[src/rtl/coderom_loader.sv]
// Boot-time code ROM loader: streams bytes linearly into the ROM banks, verifies a
// 16-bit additive checksum, then hands the ROM read port to the CPU and releases hold.
module coderom_loader #(
  parameter int BANKS = 4,
  parameter int ABITS = 13
) (
  input  logic             clk,
  input  logic             reset,
  input  logic             start,
  input  logic [15:0]      exp_sum,
  input  logic [7:0]       in_data,
  input  logic             in_valid,
  output logic             in_ready,
  output logic [ABITS-1:0] wr_a,
  output logic [7:0]       wr_d,
  output logic [BANKS-1:0] wr_we,
  input  logic [ABITS-1:0] cpu_a,
  input  logic [BANKS-1:0] cpu_ce,
  output logic [ABITS-1:0] rom_a,
  output logic [BANKS-1:0] rom_ce,
  output logic             cpu_hold,
  output logic             done,
  output logic             error,
  output logic [15:0]      checksum
);

  localparam int BBITS = (BANKS > 1) ? $clog2(BANKS) : 1;
  localparam logic [BBITS-1:0] LAST_BANK = BBITS'(BANKS - 1);

  typedef enum logic [2:0] {IDLE, LOAD, CHECK, RUN, FAIL} state_t;

  state_t           state;
  logic [BBITS-1:0] bank;
  logic [ABITS-1:0] addr;
  logic             accept;
  logic             last_byte;

  assign in_ready  = (state == LOAD);
  assign accept    = in_valid && in_ready;
  assign last_byte = (bank == LAST_BANK) && (addr == '1);

  // The CPU only sees the ROM once writes can no longer happen.
  assign rom_a  = (state == RUN) ? cpu_a  : wr_a;
  assign rom_ce = (state == RUN) ? cpu_ce : '1;

  always_ff @(posedge clk or posedge reset) begin
    if (reset) begin
      state    <= IDLE;
      bank     <= '0;
      addr     <= '0;
      checksum <= '0;
      wr_we    <= '0;
      wr_a     <= '0;
      wr_d     <= '0;
      cpu_hold <= 1'b1;
      done     <= 1'b0;
      error    <= 1'b0;
    end else begin
      wr_we    <= '0;
      cpu_hold <= (state != RUN);
      done     <= (state == RUN);
      error    <= (state == FAIL);
      case (state)
        IDLE, RUN, FAIL: begin
          if (start) begin
            state    <= LOAD;
            bank     <= '0;
            addr     <= '0;
            checksum <= '0;
          end
        end
        LOAD: begin
          if (accept) begin
            // Write is issued one cycle after acceptance; addr wraps into the next bank.
            wr_we    <= BANKS'(1) << bank;
            wr_a     <= addr;
            wr_d     <= in_data;
            checksum <= checksum + 16'(in_data);
            addr     <= addr + 1'b1;
            if (addr == '1) bank <= bank + 1'b1;
            if (last_byte) state <= CHECK;
          end
        end
        CHECK: state <= (checksum == exp_sum) ? RUN : FAIL;
        default: state <= IDLE;
      endcase
    end
  end

endmodule

[config.mk]
export PLATFORM = sky130hd
export DESIGN_NAME = coderom_loader
export DESIGN_NICKNAME = d
export VERILOG_FILES = /design/src/rtl/coderom_loader.sv
export SDC_FILE = /design/constraint.sdc
export NUM_CORES = 1
export LEC_CHECK = 0
export BUFFER_PORTS_ARGS = -buffer_cell sky130_fd_sc_hd__buf_2
export CORE_MARGIN = 2
export CORE_UTILIZATION = 47
export DETAILED_ROUTE_END_ITERATION = 16
export PLACE_DENSITY = 0.76
export RECOVER_POWER = 100
export SLEW_MARGIN = 0
export SYNTH_ARGS = -nofsm -noshare
export SYNTH_HDL_FRONTEND = slang
export SYNTH_SLANG_ARGS = --single-unit
[constraint.sdc]
create_clock -name clk -period 2.1 [get_ports clk]
set_input_delay 0.315 -clock clk [delete_from_list [all_inputs] [get_ports clk]]
set_output_delay 0.315 -clock clk [all_outputs]
set_load 0.05 [all_outputs]
== After elaboration in Yosys (flattened, before gate mapping) ==
Cells that the tools add are included.

* Shift operators: 1
* Div/mod/pow operators: 0
* Order comparisons: 0
* Reductions and logical operators: 9
* $add $sub $neg: 3
* Bitwise gates (word level): 0
* Equal/unequal tests: 12
* Multipliers: 0
* Mux-type cells: 19

{| class="wikitable"
|+ Operators with widths
! operator !! number
|-
| 2-to-1 mux 13 bit || 3
|-
| 2-to-1 mux 16 bit || 2
|-
| case mux 16 bit (2 select lines) || 1
|-
| case mux 13 bit (2 select lines) || 1
|-
| adder 16 x 8 -> 16 bit || 1
|-
| equality test 16 bit || 1
|-
| adder 13 x 1 -> 13 bit (second input constant) || 1
|-
| equality test 13 bit (second input constant) || 1
|-
| 2-to-1 mux 3 bit || 4
|-
| 2-to-1 mux 4 bit || 3
|-
| case mux 3 bit (3 select lines) || 1
|-
| equality test 3 x 2 -> 1 bit (second input constant) || 2
|-
| 2-to-1 mux 2 bit || 3
|-
| inequality test 2 x 1 -> 1 bit (second input constant) || 3
|-
| AND reduction 3 bit || 2
|-
| case mux 2 bit (2 select lines) || 1
|-
| AND reduction 4 bit || 1
|-
| left shift 1 x 2 -> 4 bit (first input constant) || 1
|-
| equality test 3 x 1 -> 1 bit (second input constant) || 1
|-
| equality test 3 bit (second input constant) || 1
|-
| logical NOT 3 bit || 1
|-
| inequality test 3 x 2 -> 1 bit (second input constant) || 1
|-
| OR reduction 3 bit || 1
|-
| adder 2 x 1 -> 2 bit (second input constant) || 1
|-
| other kinds (5) || 6
|}

* Memory bits (read-only): 0
* Bits in writable memories: 0
* Memories: 0
* Latch bits: 0
* Input port bits: 45
* Register bits after elaboration: 62
* Logic and storage cells: 54

== Logic depth before layout (Yosys ltp) ==
* Depth in word-level cells: 5
* Mapped depth: 8
* Mapped depth without buffers: 8

== Worst setup path before layout ==
No wires, ideal clock.

* Path type: reg2reg
* From: register checksum[0]
* To: register checksum[12]
* Stages on the path, launching flop included: 9
* Slack: -0.421 ns
* Setup time: 0.078 ns
* Required time: 2.022 ns
* Arrival: 2.444 ns
* Clock period less this slack: 2.521 ns
* Cells stage by stage: dfrtp_1 ha_1 inv_1 fa_1 and2b_1 o21bai_1 a32o_1 or4_1 a21oi_1

* Word-level cells in the longest chain between the ends: 3

{| class="wikitable"
|+ RTL lines
! item !! RTL line !! text
|-
| start: declaration || 24 || <nowiki>output logic [15:0] checksum</nowiki>
|-
| start signal: assignment || 78 || <nowiki>checksum <= checksum + 16'(in_data);</nowiki>
|-
| adder 16 x 8 -> 16 bit || 78 ||
|-
| 2-to-1 mux 16 bit || 73 || <nowiki>if (accept) begin</nowiki>
|-
| case mux 16 bit (2 select lines) || 63 || <nowiki>case (state)</nowiki>
|}

No other way between the ends. The select of a mux whose other input is x is not followed.
A chain may end at the register's enable or synchronous reset.

== Worst setup path after layout ==
* From: register state[2]
* To: output port in_ready

* Word-level cells in the longest chain between the ends: 1

{| class="wikitable"
|+ RTL lines
! item !! RTL line !! text
|-
| start: declaration || 32 || <nowiki>state_t state;</nowiki>
|-
| start signal: assignment || 84 || <nowiki>CHECK: state <= (checksum == exp_sum) ? RUN : FAIL;</nowiki>
|-
| equality test 3 x 1 -> 1 bit || 38 || <nowiki>assign in_ready = (state == LOAD);</nowiki>
|-
| end: declaration || 13 || <nowiki>output logic in_ready,</nowiki>
|}

No other way between the ends.

==> impl_metrics.toml <==
[timing]
setup_ws_ns = -0.00433
tightest_slew_ns = 0.964
max_clock_freq_mhz = 475
rsz0062_at_grt = "true"
setup_violations = 2
setup-tns-final_ns = -0.00684
hold_viol_final = 0
fin_crit_sh_pct = 100
max_slew_margin_pct = 35.8
finClkSkew_ns = 0.00973
fin_crit_ns = 2.10
drv_slew = 0

[power_and_ir_drop]
p_per_area_nw_per_um2 = 1510
leakagePower_nw = 2.17
swShare_pct = 52.0
p_seq_share_pct = 26.4
ir_drop_uv = 959
pwr-share-clk_pct = 15.2
p_int_mw = 3.35
power_mw = 6.99
p_comb_share_pct = 58.4
p_sw_mw = 3.63

[worst_hold_path]
hold_path_class = "input pin to async pin"

[critical_path]
end_kind = "output pin"
required_ns = 1.78
path_max_fanout = 8
reg2reg_to = "checksum[12]"
r2r_start = "checksum[0]"
critPathLaunchType = "register"
worstRegToRegCells = 8
arrival_ns = 1.79
worstSetupPathType = "register to output pin"
regToRegSetupSlack_ns = -0.004

[floorplan]
num_rows = 31
core_area_um2 = 7210
die_y_um = 90.0
die_area_um2 = 8100
start_util_pct = 48.2
top_level_ports = 107
die_w_um = 90.0

[run_status]
outcome = "complete, but fails checks"
violations = "negative setup slack"

[detailed_routing]
highest_layer = "met4"
drt-total-wl_mm = 9.11
via_count = 3221
wl_met3_um = 651
wl_met2_mm = 4.54
antenna_left = 0
wl_met1_mm = 3.75
viasPerCell = 5.37
drc = 0
drt_iter0_drc = 130
first_pass_iters = 5
wl_per_cell_um = 15.2

[logic_synthesis]
synth_flop_cell = "dfrtp_1"
synth-seq-cells = 62
ys_async_sr_fraction_pct = 100
yosysSeqAreaShare_pct = 44.7
syn_avg_cell_area_um2 = 9.47
synth_nets = 426
synth-edff-count = 0
synth_cell_types = 56
syn-cell-area_um2 = 3480
ys_warn_count = 0
postSynthCellCount = 367

[finish]
layout.nets = 555
final_cell_mix = "nand2_1 (85), dfrtp_1 (53), buf_2 (50), clkbuf_1 (44), buf_4 (24)"
drive_above_1_share_pct = 31.5
diodes = 0
final_common_cell = "nand2_1"
area_growth_pct = 33.1

[clock_network]
cts_buffer_depth = 2
clk_pin_slew_ns = 0.08
cts_htree_levels = 3
root_buffer = "clkbuf_8"
tritoncts = "yes"
clock-sinks = 62
numCtsBuffers = 9
clock_latency_ns = 0.35

[placement]
port_buffers = 106
place_congestion = 0.867
hpwlAfterDp_mm = 6.15

[global_routing]
overflow = 0
grt_pass1_wl_mm = 15.0
grt_pass1_vias = 3175
grt_max_degree = 39
antenna_found_initial = 0
track_usage_pct = 22.9

[flow_run]
drv_cap = 0
-- critical path, stage by stage (launching register included) --
cell,delay (ns)
dfrtp_1,0.38
and2b_1,0.31
buf_4,0.18
nand2b_1,0.13
inv_2,0.15
buf_2,0.28
-- synthesized netlist by cell type, types with 7 or more instances --
cell type	count	share of area (%)
nand2_1	85	9.2
nor2_1	15	1.6
xnor2_1	9	2.3
a21oi_1	12	1.7
inv_1	10	1.1
ha_1	13	4.7
dfrtp_1	61	44
and3_1	7	1.3
buf_2	8	1.2
o21ai_0	14	2.0
mux2_2	13	4.2
nand3_1	13	1.9
xor2_1	20	5.0
-- layout make-up --
| cell class | instances | area (um2) |
|---|---|---|
| Fill cell | 619 | 2580 |
| Multi-Input combinational cell | 279 | 1930 |
| Sequential cell | 62 | 1560 |
| Timing Repair Buffer | 130 | 733 |
| Clock buffer | 9 | 124 |
| Tap cell | 99 | 124 |
| Clock inverter | 7 | 75.1 |
| Inverter | 12 | 57.6 |
| Timing Repair inverter | 2 | 22.5 |
-- metal layers --
metal / vias up / GRT usage, %
met5: - / 0
met4: 0 / 7.31
met3: 17 / 6.12
met2: 133 / 38.2
met1: 1549 / 29.1
li1: 1522 / -
-- flip-flops by register name, summed over array words and instances, names as in the netlist --
signal    cells
cpu_hold      1
wr_a         13
done          1
bank          2
checksum     16
wr_we         4
state         3
error         1
addr         13
wr_d          8
-- power by group through the flow --
stage / Clock (mW) / Sequential [mW] / Combinational [mW]
3_5_place_dp: 0 / 1.83 / 3.75
6_report: 1.06 / 1.85 / 4.08
5_1_grt: 1.13 / 1.89 / 4.38
2_1_floorplan: 0 / 2.64 / 1.97
3_3_place_gp: 0 / 1.80 / 3.65
4_1_cts: 1.07 / 1.82 / 3.93
-- how the worst max path moves through the flow --
stage | cells after the start | endpoint | from
2_1_floorplan | 8 | checksum[12] | checksum[0]
3_3_place_gp | 9 | checksum[12] | in_data[0]
3_5_place_dp | 9 | checksum[12] | in_data[0]
4_1_cts | 5 | rom_a[0] | state[2]
5_1_grt | 5 | in_ready | state[0]
6_report | 5 | in_ready | state[2]
-- per-stage QoR --
step | hold WS [ns] | instance area (um2) | worst slack (ns) | cells | utilization, %
final | 0.167 | 4630 | -0.00433 | 600 | 64.2
after global routing | 0.202 | 4630 | -0.103 | 600 | 64.2
after CTS | 0.0226 | 4540 | 0.0119 | 598 | 63.0
after detailed placement | 0.400 | 4240 | -0.0325 | 575 | 58.8
after global placement | 0.396 | 4240 | 0.00488 | 575 | 58.8
after floorplan | 0.420 | 3500 | -0.146 | 367 | -
-- kinds of logic after synthesis --
group | after synthesis | synth area share (%)
AOI/OAI and AO/OA | 56 | 11.2
xor gates and xnor gates | 29 | 7.30
adders and majority gates | 14 | 5.25
buffers and inverters | 26 | 3.31
DFF | 62 | 44.7
muxes | 14 | 4.64
and+or+nand+nor | 166 | 23.7
-- repair_timing --
item	in CTS	in global routing
pin swaps	1	5
endpoints found under the hold margin	0	0
setup endpoints to repair	18	19
gates cloned	2	0
resized for setup	18	33
hold buffers	0	0
buffers inserted	5	2
(Power assumes the default switching activity.)
